--- config.mk ---
export PLATFORM = sky130hd
export DESIGN_NAME = core_sequencer
export DESIGN_NICKNAME = d
export VERILOG_FILES = /design/src/rtl/core_sequencer.sv
export SDC_FILE = /design/constraint.sdc
export NUM_CORES = 1
export LEC_CHECK = 0
export CAP_MARGIN = 20
export CORE_MARGIN = 5
export CORE_UTILIZATION = 30
export DETAILED_ROUTE_END_ITERATION = 7
export PLACE_DENSITY_LB_ADDON = 0.12
export SYNTH_ARGS = -nofsm -noshare
export SYNTH_HDL_FRONTEND = slang
export SYNTH_SLANG_ARGS = --single-unit
--- constraint.sdc ---
create_clock -name clk -period 2.74 [get_ports clk]
set_input_delay 0.548 -clock clk [delete_from_list [all_inputs] [get_ports clk]]
set_output_delay 0.548 -clock clk [all_outputs]
set_load 0.03 [all_outputs]
--- src/rtl/core_sequencer.sv ---
// Multi-cycle sequencer for the tiny RV32 core: byte-serial fetch, then
// DECODE/EXEC/WB stepping, register-file write strobe and PC update.
module core_sequencer #(
    parameter int              PC_W     = 8,
    parameter logic [PC_W-1:0] RESET_PC = '0
) (
    input  logic            clk,
    input  logic            rst,
    input  logic            start,
    input  logic [7:0]      byte_in,
    input  logic            byte_valid,
    output logic            byte_ready,
    output logic [31:0]     instr,
    output logic            instr_valid,
    input  logic            dec_reg_we,
    input  logic            dec_branch,
    input  logic            alu_zero,
    output logic            alu_en,
    output logic            rf_we,
    output logic [PC_W-1:0] pc,
    output logic            halted,
    output logic            busy,
    output logic [7:0]      instr_count
);

    typedef enum logic [2:0] {
        S_IDLE   = 3'd0,
        S_FETCH  = 3'd1,
        S_DECODE = 3'd2,
        S_EXEC   = 3'd3,
        S_WB     = 3'd4,
        S_HALT   = 3'd5
    } state_t;

    state_t          state_q, state_d;
    logic [PC_W-1:0] pc_q, pc_d;
    logic [31:0]     instr_q, instr_d;
    logic [1:0]      idx_q, idx_d;
    logic [7:0]      cnt_q, cnt_d;
    logic [31:0]     imm_b;
    logic            take_br;

    // B-type immediate, sign-extended to 32 bits before truncation to PC_W
    assign imm_b = {{19{instr_q[31]}}, instr_q[31], instr_q[7],
                    instr_q[30:25], instr_q[11:8], 1'b0};
    assign take_br = dec_branch & alu_zero;

    always_comb begin
        state_d = state_q;
        pc_d    = pc_q;
        instr_d = instr_q;
        idx_d   = idx_q;
        cnt_d   = cnt_q;
        unique case (state_q)
            S_IDLE: begin
                if (start) state_d = S_FETCH;
            end
            S_FETCH: begin
                if (byte_valid) begin
                    instr_d[{idx_q, 3'b000} +: 8] = byte_in;
                    idx_d = idx_q + 2'd1;
                    if (idx_q == 2'd3) state_d = S_DECODE;
                end
            end
            S_DECODE: begin
                state_d = (instr_q == 32'h0) ? S_HALT : S_EXEC;
            end
            S_EXEC: begin
                state_d = S_WB;
            end
            S_WB: begin
                pc_d    = pc_q + (take_br ? PC_W'(imm_b) : PC_W'(4));
                cnt_d   = cnt_q + 8'd1;
                state_d = S_FETCH;
            end
            S_HALT: begin
                if (start) state_d = S_FETCH;
            end
            default: begin
                state_d = S_IDLE;
            end
        endcase
    end

    always_ff @(posedge clk or posedge rst) begin
        if (rst) begin
            state_q <= S_IDLE;
            pc_q    <= RESET_PC;
            instr_q <= '0;
            idx_q   <= '0;
            cnt_q   <= '0;
        end else begin
            state_q <= state_d;
            pc_q    <= pc_d;
            instr_q <= instr_d;
            idx_q   <= idx_d;
            cnt_q   <= cnt_d;
        end
    end

    // x0 is hardwired to zero, so its writes are suppressed here
    assign rf_we       = (state_q == S_WB) & dec_reg_we & (|instr_q[11:7]);
    assign byte_ready  = (state_q == S_FETCH);
    assign instr_valid = (state_q == S_DECODE) | (state_q == S_EXEC)
                       | (state_q == S_WB);
    assign alu_en      = (state_q == S_EXEC);
    assign halted      = (state_q == S_HALT);
    assign busy        = (state_q != S_IDLE) & (state_q != S_HALT);
    assign pc          = pc_q;
    assign instr       = instr_q;
    assign instr_count = cnt_q;

endmodule

; Yosys cells after proc, flatten, opt, wreduce, memory -nomap -nowiden
; Cells that the tools add are included.
[word_totals]
regBits = 53
latchBits = 0
ram_bits = 0
rom_bits = 0
inputBits = 15
output_inout_bits = 54
wordCells = 41
mem_count = 0
[op_classes]
addsub = 4
mul = 0
div = 0
order_cmp = 0
eq_ne = 10
shifts = 2
muxes = 7
bitwise = 6
reduce_logical = 7
[ops]
columns = op, count
row1 = $bwmux 32, 1
row2 = $logic_not 32->1, 1
row3 = $shift 8x7->32 const A, 1
row4 = $shiftx 8x7->32, 1
row5 = $pmux 3 s5, 1
row6 = $mux 3, 4
row7 = $add 8x1->8 const B, 1
row8 = $add 8x8->8, 1
row9 = $mux 8, 1
row10 = $neg 5->7, 1
row11 = $eq 3x2->1 const B, 2
row12 = $eq 3x3->1 const B, 2
row13 = $reduce_or 5->1, 1
row14 = $and 1x1->1, 4
row15 = $ne 2x1->1 const B, 2
row16 = $eq 3x1->1 const B, 1
row17 = $logic_not 3->1, 1
row18 = $ne 3x3->1 const B, 1
row19 = $reduce_and 3->1, 1
row20 = $reduce_bool 3->1, 1
row21 = $add 2x1->2 const B, 1
row22 = $eq 2x2->1 const B, 1
row23 = $ne 2x2->1 const B, 1
row24 = $or 1x1->1, 2
row25 = other kinds (2), 2

; Depth between registers and ports, before layout
; Gate-level depths: netlist of run 1.
[logic_depth]
word_depth = 4
depth_mapped = 7
ltp_nobuf = 7

; Worst setup path after synthesis of run 1
; OpenSTA, ideal clock, no wires.
[synth_timing]
path_kind = input -> register
from = in dec_branch
to = reg pc_q[7], in the netlist pc[7]
setup_ns = 0.120
arrival_ns = 2.352
required_time_ns = 2.620
slack_ns = 0.269
stages = 7
path_buffers = 0
path_cell_list = and3_1 -> ha_1 -> fa_1 -> a21o_1 -> a2111oi_1 -> mux2_1 -> a31o_1
[synth_between]
elab_chain_cells = 3
[synth_rtl]
columns = element, line
row1 = from (decl), 16  ; input logic dec_branch,
row2 = $and 1x1->1, 46  ; assign take_br = dec_branch & alu_zero;
row3 = $mux 8, 72  ; pc_d = pc_q + (take_br ? PC_W'(imm_b) : PC_W'(4));
row4 = $add 8x8->8, 72
row5 = to (signal assigned), 94  ; pc_q <= pc_d;
row6 = to (decl), 36  ; logic [PC_W-1:0] pc_q, pc_d;
; Every way passes these cells.
; A chain may end at the register's enable or synchronous reset.

; Worst setup path in the final report of run 1
; Same ends and word-level chain as after synthesis.

==> reports/metrics.yaml, run 1 <==
floorplanning:
  pin_count: 69
  rows: 34
  die-width_um: 104
  initial_core_util: 0.306
  design.die.area_sq_um: 10800
  core_sq_um: 8680
  die_h_um: 104
routing:
  drc_errors: 0
  vias_per_cell: 4.66
  drt_iter0_markers: 51
  ant_nets: 0
  wl_per_cell_um: 15.0
  vias: 2220
  first_pass_iters: 4
  drt-total-wl_um: 7150
grt:
  grt_max_degree: 20
  use_met3: 0.0323
  grt.total_usage: 0.135
  met2_usage: 0.243
  grt_first_pass_wirelength_um: 12000
  use_met1: 0.161
  top_usage_layer: "met2"
  grt.overflow.total: 0
  antenna_found_initial: 0
  grt_pass1_vias: 2299
logic_synthesis:
  yosysSeqAreaShare: 0.491
  netlist_area_sq_um: 2650
  synthArstFlopShare: 1.00
  netlist-cell-type-count: 44
  synth_edf_count: 0
  synth-seq-cells: 52
  syn_area_per_cell_sq_um: 9.27
  synthesis.nets: 314
  ys_top_cells_by_area: "dfrtp_1 49%, nand2_1 12%, ha_1 5.7%, o21ai_0 5.7%, xnor2_1 2.6%"
  yosysTopAreaCell: "dfrtp_1"
  yosys_warnings: 0
  ys.flop_type: "dfrtp_1"
  synth_top_area_share: 0.491
  synthCells: 286
cts:
  cts_root_buffer: "clkbuf_8"
  ctsHoldBuffers: 0
  cts_htree_levels: 2
  cts_setup_buffers: 0
  numCtsBuffers: 5
  cts_tree: "yes"
  clockBufferDepth: 2
  clock_sinks: 52
  clkTransAtPathRegs_ps: 100
  ctsResizeCount: 0
  clock_latency_ps: 310
worst_hold_path:
  hp-class: "flip-flop to flip-flop"
sta:
  tightest_slew_ps: 563
  fin_tns_setup_ps: 0
  finalCritPeriodShare: 0.963
  clock_skew_ps: 19.0
  fin_hold_ws_ps: 475
  rsz0062_at_grt: "false"
  max_freq_ghz: 0.379
  max-slew-margin-rel: 0.623
  drv_slew: 0
  hold_violations: 0
  setup_violations: 0
  period_minus_slack_ps: 2640
placement:
  dp.cells: 468
  port_buffers: 67
  dp_hpwl_um: 5630
  gp_congestion: 0.843
  placed_area_sq_um: 3520
finish:
  antenna_cells: 0
  regArea_sq_um: 1300
  final_area_sq_um: 3630
  drive_above_1_share: 0.106
  area_growth_pct: 36.9
  nNetsFinal: 395
  final_cells: 476
  num-fill-cells: 892
  multi_input_area_sq_um: 1270
critical_path:
  worstSetupStartpointType: "primary input"
  crit_required_ps: 2940
  end_kind: "flip-flop"
  cp.arrival_ps: 2840
  cp_max_fo: 3
  critPathKind: "primary input to flip-flop"
run_status:
  outcome: "finished clean"
flow_run:
  cap_violations: 0
power:
  p_leak_nw: 1.61
  ir_drop_mv: 0.501
  p_per_area_nw_per_um2: 1210
per-stage QoR:
step,worst slack [ps],power (mW),utilization
3_5_place_dp,-298,3.99,0.405
3_3_place_gp,-262,3.96,0.405
6_report,101,4.39,0.418
4_1_cts,26.2,4.47,0.416
2_1_floorplan,269,2.90,-
5_1_grt,30.5,4.74,0.418
layout make-up:
| cell class | count | area share |
|---|---|---|
| timing repair buffer | 85 | 0.222 |
| tap | 108 | 0.0372 |
| clock inverter | 3 | 0.00724 |
| sequential | 52 | 0.358 |
| multi-input combinational | 218 | 0.351 |
| inverter | 5 | 0.00517 |
| clock buffer | 5 | 0.0190 |
logic make-up after synthesis:
kind of cell,share of synthesized area
DFF,0.491
AOI/OAI and AO/OA,0.115
xor gates and xnor gates,0.0363
adders and majority gates,0.0642
and+or+nand+nor,0.249
muxes,0.00802
buffers and inverters,0.0354
other,0.00141
critical path, cell delays in order:
cell and delay, ps:
clkdlybuf4s50_1 430, and3_1 200, ha_1 200, fa_1 390, a21o_1 220, a2111oi_4 300, mux2_1 350, a31o_1 180
Yosys cell counts, types with 3 or more instances:
cell,number
xnor2_1,8
inv_1,4
nand4_1,4
nor4_1,6
buf_2,6
a21o_1,4
xor2_1,3
o21ai_1,7
and3_1,11
dfrtp_1,52
ha_1,12
nand3_1,6
nor2_1,5
nor3_1,6
nand2_1,83
buf_4,3
o21ai_0,30
nand2_2,4
a21oi_1,4
sequential cells by signal, summed over array words and instances (netlist names):
name	count
idx_q	2
pc	7
instr_count	8
instr	32
state_q	3
placed cells by master (no fill, tap or decap), types with 2 or more instances in the layout:
| cell type | Yosys | routed |
|---|---|---|
| buf_4 | 3 | 18 |
| nand2_2 | 4 | 4 |
| a21oi_1 | 4 | 4 |
| nor3b_1 | 2 | 2 |
| nor2_1 | 5 | 5 |
| xnor2_1 | 8 | 8 |
| inv_2 | 1 | 2 |
| o21ai_1 | 7 | 7 |
| clkinvlp_4 | 0 | 2 |
| nand2_1 | 83 | 83 |
| and3_1 | 11 | 11 |
| nand4_1 | 4 | 4 |
| o21ai_0 | 30 | 30 |
| clkdlybuf4s50_1 | 0 | 67 |
| nor4_1 | 6 | 6 |
| a21o_1 | 4 | 4 |
| nor3b_2 | 2 | 2 |
| nand3_1 | 6 | 6 |
| inv_1 | 4 | 3 |
| ha_1 | 12 | 12 |
| clkbuf_8 | 0 | 5 |
| dfrtp_1 | 52 | 52 |
| xor2_1 | 3 | 3 |
| nor3_1 | 6 | 6 |
layer usage:
| metal | share of wire | routed length, um |
|---|---|---|
| met1 | 0.44 | 3160 |
| met2 | 0.51 | 3630 |
| met3 | 0.039 | 282 |
| met4 | 0.011 | 76 |
| met5 | 0 | 0 |
final timing paths:
kind	start	end	slack, ps	cells past startpoint
setup / recovery	dec_branch	pc[7]$_DFFE_PP0P_	100	8
hold / removal	instr_count[7]$_DFFE_PP0P_	instr_count[7]$_DFFE_PP0P_	470	1
setup reg to reg	instr[8]$_DFFE_PP0P_	pc[7]$_DFFE_PP0P_	370	7
hold reg to reg	instr_count[7]$_DFFE_PP0P_	instr_count[7]$_DFFE_PP0P_	470	1
max in group asynchronous	rst	instr[18]$_DFFE_PP0P_	1640	3
min in group asynchronous	rst	instr_count[7]$_DFFE_PP0P_	510	2
power breakdown:
group / internal [mW] / switching, mW
Clock: 0.187 / 0.282
Sequential: 1.06 / 0.329
Combinational: 1.06 / 1.47
(Power assumes the default switching activity.)
==> inputs of run 2 (changes only) <==
==> constraint.sdc (replaced) <==
create_clock -name clk -period 3.15 [get_ports clk]
set_input_delay 0.63 -clock clk [delete_from_list [all_inputs] [get_ports clk]]
set_output_delay 0.63 -clock clk [all_outputs]
set_load 0.03 [all_outputs]
==> run 2 against run 1 <==
Sequential power is 13% lower. Largest power group unchanged. Worst setup slack improved by 250 ps. Final area down 1.9%. Critical path type unchanged. Highest routed layer unchanged.
==> reports/metrics.yaml, run 2 (same netlist as run 1, synthesis figures left out) <==
run_status:
  outcome: "finished clean"
critical_path:
  crit_required_ps: 3340  # +400 ps
  cp_max_fo: 3  # unchanged
  r2r_cells: 7  # unchanged
  cp_slowest_cell: "clkdlybuf4s50_1"
  worstSetupStartpointType: "primary input"
  path_buf_inv: 1  # unchanged
  r2r_setup_slack_ps: 740  # +370 ps
  cpPeakStageDelay_ps: 440  # about the same
  cp.arrival_ps: 2990  # +150 ps
  end_kind: "flip-flop"
  rr_startpoint: "instr[8]$_DFFE_PP0P_"
  r2r-end: "pc[7]$_DFFE_PP0P_"
  critPathKind: "primary input to flip-flop"
  path_delay_family: "compound AO/OA/AOI/OAI gates"
  cp_cell_sequence: "clkdlybuf4s50_1 -> and3_1 -> ha_1 -> fa_1 -> a21o_1 -> a2111oi_1 -> mux2_1 -> a31o_1"
cts:
  cts_setup_buffers: 0  # unchanged
  clock_sinks: 52  # unchanged
  numCtsBuffers: 5  # unchanged
  clkTransAtPathRegs_ps: 100  # about the same
  cts_root_buffer: "clkbuf_8"
  ctsHoldBuffers: 0  # unchanged
  ctsResizeCount: 0  # unchanged
  cts_htree_levels: 2  # unchanged
  cts_tree: "yes"
  clock_latency_ps: 300  # about the same
  clockBufferDepth: 2  # unchanged
grt:
  grt_max_degree: 21  # +5.0%
  grt_pass1_vias: 2217  # -3.6%
  grt.total_usage: 0.131  # -0.00326
  grt.overflow.total: 0  # unchanged
  antenna_found_initial: 0  # unchanged
  grt_first_pass_wirelength_um: 11700  # -2.2%
finish:
  antenna_cells: 0  # unchanged
  final_area_sq_um: 3560  # -1.9%
  drive_above_1_share: 0.0829  # -0.0231
  largest_reg_flops: 32  # unchanged
  num-fill-cells: 916  # +2.7%
  area_growth_pct: 34.4
  regArea_sq_um: 1300  # unchanged
  final_util: 0.410  # -0.00779
  nNetsFinal: 389  # -1.5%
  final_common_cell: "nand2_1"
  multi_input_area_sq_um: 1260  # -1.4%
  final_cell_mix: "83 x nand2_1, 67 x clkdlybuf4s50_1, 52 x dfrtp_1"
power:
  p_switching_mw: 1.78  # -15%
  p_comb_frac: 0.576  # about the same
  p_sw_frac: 0.471  # -0.00382
  p_seq_frac: 0.320  # +0.004
  p_per_area_nw_per_um2: 1060  # -12%
  clkPwrFrac: 0.105  # -0.002
  ir_drop_mv: 0.527  # +5.2%
  p_leak_nw: 1.57  # -2.1%
  p_int_mw: 2.00  # -13%
sta:
  drv_slew: 0  # unchanged
  finalCritPeriodShare: 0.890
  tightest_slew_ps: 553  # -10.0 ps
  fin_hold_ws_ps: 485  # +10.4 ps
  period_minus_slack_ps: 2800
  rsz0062_at_grt: "false"
  max_freq_ghz: 0.357
  clock_skew_ps: 12.3  # -6.77 ps
  max-slew-margin-rel: 0.630  # +0.00670
  setup_violations: 0  # unchanged
  fin_tns_setup_ps: 0  # unchanged
  hold_violations: 0  # unchanged
worst_hold_path:
  hold_path_end: "instr_count[7]$_DFFE_PP0P_"
  min_path_cells: 1  # unchanged
  hp-class: "flip-flop to flip-flop"
  worstHoldStart: "instr_count[7]$_DFFE_PP0P_"
routing:
  first_pass_iters: 4  # unchanged
  vias_per_cell: 4.74  # +1.6%
  drc_errors: 0  # unchanged
  ant_nets: 0  # unchanged
  wl_per_cell_um: 15.1  # +0.44%
  drt-total-wl_um: 7090  # -0.83%
  drt_iter0_markers: 68  # +33%
  vias: 2227  # +0.32%
floorplanning:
  pin_count: 69  # unchanged
  core_sq_um: 8680  # unchanged
  design.die.area_sq_um: 10800  # unchanged
  die_h_um: 104  # unchanged
  die-width_um: 104  # unchanged
  initial_core_util: 0.306  # unchanged
  rows: 34  # unchanged
placement:
  dp_hpwl_um: 5550  # -1.4%
  port_buffers: 67  # unchanged
  placed_area_sq_um: 3470  # -1.3%
  gp_congestion: 0.827  # -1.9%
flow_run:
  cap_violations: 0  # unchanged
-- run 2: worst max path at each step --
stage / from / to / slack, ps / cells past startpoint
2_1_floorplan: dec_branch / pc[7]$_DFFE_PP0P_ / 600 / 7
3_3_place_gp: dec_branch / pc[7]$_DFFE_PP0P_ / 70 / 8
3_5_place_dp: dec_branch / pc[7]$_DFFE_PP0P_ / 30 / 8
4_1_cts: dec_branch / pc[7]$_DFFE_PP0P_ / 350 / 8
5_1_grt: dec_branch / pc[7]$_DFFE_PP0P_ / 200 / 8
6_report: dec_branch / pc[7]$_DFFE_PP0P_ / 350 / 8
-- run 2: per-layer routing --
metal  share of wire  wire length, um  track usage  vias up
li1                -                -            -     1131
met1            0.45             3180        0.159     1048
met2            0.51             3600        0.240       46
met3           0.039              276       0.0292        2
met4          0.0037               26       0.0222        0
met5               0                0            0        -
-- run 2: layout make-up --
class	count	area share
flip-flops and latches	52	0.365
repair buffers	79	0.214
well taps	108	0.0379
multi-input cells	218	0.353
inverters	5	0.00527
clock buffers	8	0.0253
-- run 2: worst reg2reg max path: cells and delay by family (launching register included) --
family | cells | cell delay [ps]
AOI/OAI and AO/OA | 3 | 770
adders and majority gates | 2 | 590
DFF | 1 | 420
muxes | 1 | 360
and+or+nand+nor | 1 | 160
-- run 2: power by group through the flow --
stage,registers (mW),clock network (mW),logic (mW)
2_1_floorplan,1.57,0,0.951
3_3_place_gp,1.23,0,2.19
3_5_place_dp,1.23,0,2.21
4_1_cts,1.22,0.416,2.22
5_1_grt,1.26,0.439,2.37
6_report,1.21,0.396,2.18
-- run 2: through the flow --
stage	total power [mW]	setup slack [ps]	instances
2_1_floorplan	2.52	597	286
3_3_place_gp	3.42	72.3	462
3_5_place_dp	3.44	33.2	462
4_1_cts	3.85	355	470
5_1_grt	4.07	198	470
6_report	3.78	347	470
==> inputs of run 3 (changes only) <==
--- a/config.mk
+++ b/config.mk
@@ -9,7 +9,7 @@
 export CORE_MARGIN = 5
 export CORE_UTILIZATION = 30
 export DETAILED_ROUTE_END_ITERATION = 7
-export PLACE_DENSITY_LB_ADDON = 0.12
+export PLACE_DENSITY = 0.61
 export SYNTH_ARGS = -nofsm -noshare
 export SYNTH_HDL_FRONTEND = slang
 export SYNTH_SLANG_ARGS = --single-unit
==> constraint.sdc (replaced) <==
create_clock -name clk -period 2.5 [get_ports clk]
set_input_delay 0.5 -clock clk [delete_from_list [all_inputs] [get_ports clk]]
set_output_delay 0.5 -clock clk [all_outputs]
set_load 0.03 [all_outputs]
==> run 3 against run 2 <==
Sequential power grew 26%. Non-clock buffer count rose by 10. Register-to-register slack worse by 610 ps. Sequential share of layout area fell by 0.79 points. Critical endpoint unchanged. Worst setup slack got worse by 240 ps. Largest cell class unchanged. Die area stayed put.
==> reports/metrics.yaml, run 3 (same netlist as run 1, synthesis figures left out) <==
run_status:
  outcome: "finished clean"
grt:
  grt_first_pass_wirelength_um: 12500  # +6.9%
  grt.total_usage: 0.138  # +0.00701
  grt.overflow.total: 0  # unchanged
  grt_pass1_vias: 2456  # +11%
  grt_max_degree: 23  # +9.5%
  antenna_found_initial: 0  # unchanged
critical_path:
  path_buf_inv: 1  # unchanged
  cp_slowest_cell: "a2111oi_2"
  cpPeakStageDelay_ps: 370  # -70 ps
  r2r_cells: 7  # unchanged
  r2r_setup_slack_ps: 130  # -610 ps
  r2r-end: "pc[7]$_DFFE_PP0P_"
  end_kind: "flip-flop"
  crit_required_ps: 2700  # -640 ps
  rr_startpoint: "instr[8]$_DFFE_PP0P_"
  cp_cell_sequence: "dlygate4sd2_1 -> and3_1 -> ha_2 -> fa_2 -> a21o_1 -> a2111oi_2 -> mux2_1 -> a31o_1"
  path_delay_family: "compound AO/OA/AOI/OAI gates"
  cp.arrival_ps: 2600  # -390 ps
  worstSetupStartpointType: "primary input"
  cp_max_fo: 2  # -1
  critPathKind: "primary input to flip-flop"
power:
  p_sw_frac: 0.473  # +0.00125
  p_per_area_nw_per_um2: 1320  # +25%
  p_int_mw: 2.54  # +27%
  clkPwrFrac: 0.101  # -0.004
  p_leak_nw: 1.64  # +4.3%
  p_seq_frac: 0.316  # -0.004
  p_switching_mw: 2.28  # +28%
  p_comb_frac: 0.582  # +0.006
  ir_drop_mv: 0.643  # +22%
sta:
  setup_violations: 0  # unchanged
  max_freq_ghz: 0.417
  max-slew-margin-rel: 0.658  # +0.0281
  period_minus_slack_ps: 2400
  hold_violations: 0  # unchanged
  clock_skew_ps: 9.75  # -2.52 ps
  fin_hold_ws_ps: 475  # -10.1 ps
  tightest_slew_ps: 511  # -41.9 ps
  rsz0062_at_grt: "false"
  finalCritPeriodShare: 0.959
  drv_slew: 0  # unchanged
worst_hold_path:
  hold_path_end: "instr_count[7]$_DFFE_PP0P_"
  worstHoldStart: "instr_count[7]$_DFFE_PP0P_"
  min_path_cells: 1  # unchanged
  hp-class: "flip-flop to flip-flop"
routing:
  wl_per_cell_um: 15.2  # +0.64%
  ant_nets: 0  # unchanged
  drt_iter0_markers: 63  # -7.4%
  first_pass_iters: 4  # unchanged
  drt-total-wl_um: 7280  # +2.8%
  drc_errors: 0  # unchanged
  vias: 2303  # +3.4%
  vias_per_cell: 4.80  # +1.3%
cts:
  clock_sinks: 52  # unchanged
  clock_latency_ps: 310  # about the same
  cts_root_buffer: "clkbuf_8"
  cts_tree: "yes"
  clockBufferDepth: 2  # unchanged
  cts_setup_buffers: 0  # unchanged
  ctsHoldBuffers: 0  # unchanged
  cts_htree_levels: 2  # unchanged
  numCtsBuffers: 5  # unchanged
  clkTransAtPathRegs_ps: 90  # about the same
placement:
  dp.cells: 472  # +2.2%
  dp_hpwl_um: 5620  # +1.3%
  placed_area_sq_um: 3540  # +2.1%
  gp_congestion: 0.838  # +1.3%
  port_buffers: 67  # unchanged
flow_run:
  cap_violations: 0  # unchanged
finish:
  nNetsFinal: 399  # +2.6%
  final_common_cell: "nand2_1"
  area_growth_pct: 37.5
  drive_above_1_share: 0.124  # +0.0408
  final_cells: 480  # +2.1%
  largest_reg_flops: 32  # unchanged
  final_cell_mix: "83 x nand2_1, 63 x clkdlybuf4s50_1, 51 x dfrtp_1"
  antenna_cells: 0  # unchanged
  final_area_sq_um: 3640  # +2.3%
floorplanning:
  rows: 34  # unchanged
  core_sq_um: 8680  # unchanged
  pin_count: 69  # unchanged
  design.die.area_sq_um: 10800  # unchanged
  die-width_um: 104  # unchanged
  die_h_um: 104  # unchanged
  initial_core_util: 0.306  # unchanged
## run 3: per-layer routing
metal / wire (um) / global-route usage / share of wire / vias to the layer above
met2: 3440 / 0.229 / 0.47 / 63
li1: - / - / - / 1149
met5: 0 / 0 / 0 / -
met1: 3330 / 0.180 / 0.46 / 1084
met3: 457 / 0.0416 / 0.063 / 7
met4: 57 / 0.0268 / 0.0078 / 0
## run 3: per-stage QoR
stage	setup TNS [ps]	setup slack, ps	total power [mW]	util
final	0	102	4.82	0.420
after global routing	0	24.8	5.23	0.420
after CTS	0	31.9	4.88	0.420
after detailed placement	-766	-481	4.36	0.408
after global placement	-666	-438	4.32	0.408
after floorplan	0	57.4	3.18	-
## run 3: area by class of cell
class	count	area, sq um
fill	900	5030
sequential	52	1300
multi-input combinational	218	1270
timing repair buffer	89	833
tap	108	135
clock buffer	6	72.6
inverter	5	18.8
clock inverter	2	16.3
## run 3: worst max path at each step
stage                         startpoint                 to  slack [ps]  depth (start not counted)
floorplan           instr[8]$_DFFE_PP0P_  pc[7]$_DFFE_PP0P_          60                          7
global placement              dec_branch  pc[7]$_DFFE_PP0P_        -440                          8
detailed placement              alu_zero  pc[7]$_DFFE_PP0P_        -480                          8
CTS                 instr[8]$_DFFE_PP0P_              rf_we          30                          5
global route                    alu_zero  pc[7]$_DFFE_PP0P_          20                          8
finish                          alu_zero  pc[7]$_DFFE_PP0P_         100                          8
## run 3: worst register-to-register path: cells and delay by family (launching register included)
family	cells	cell delay, ps
AO/OA/AOI/OAI	3	760
adder cells (fa/ha/maj)	2	550
flip-flops	1	400
multiplexers	1	360
AND/OR/NAND/NOR	1	190
## run 3: repair_timing
action,CTS,global route
setup endpoints to repair,1,1
pin swaps,4,0
cloned,0,0
endpoints found under the hold margin,0,0
gates resized for setup,5,2
## run 3: power groups by stage
stage	Combinational, mW	Sequential, mW	Clock (mW)
floorplan	1.20	1.98	0
global placement	2.78	1.54	0
CTS	2.84	1.52	0.511
global route	3.10	1.58	0.549
detailed placement	2.83	1.54	0
finish	2.81	1.52	0.488
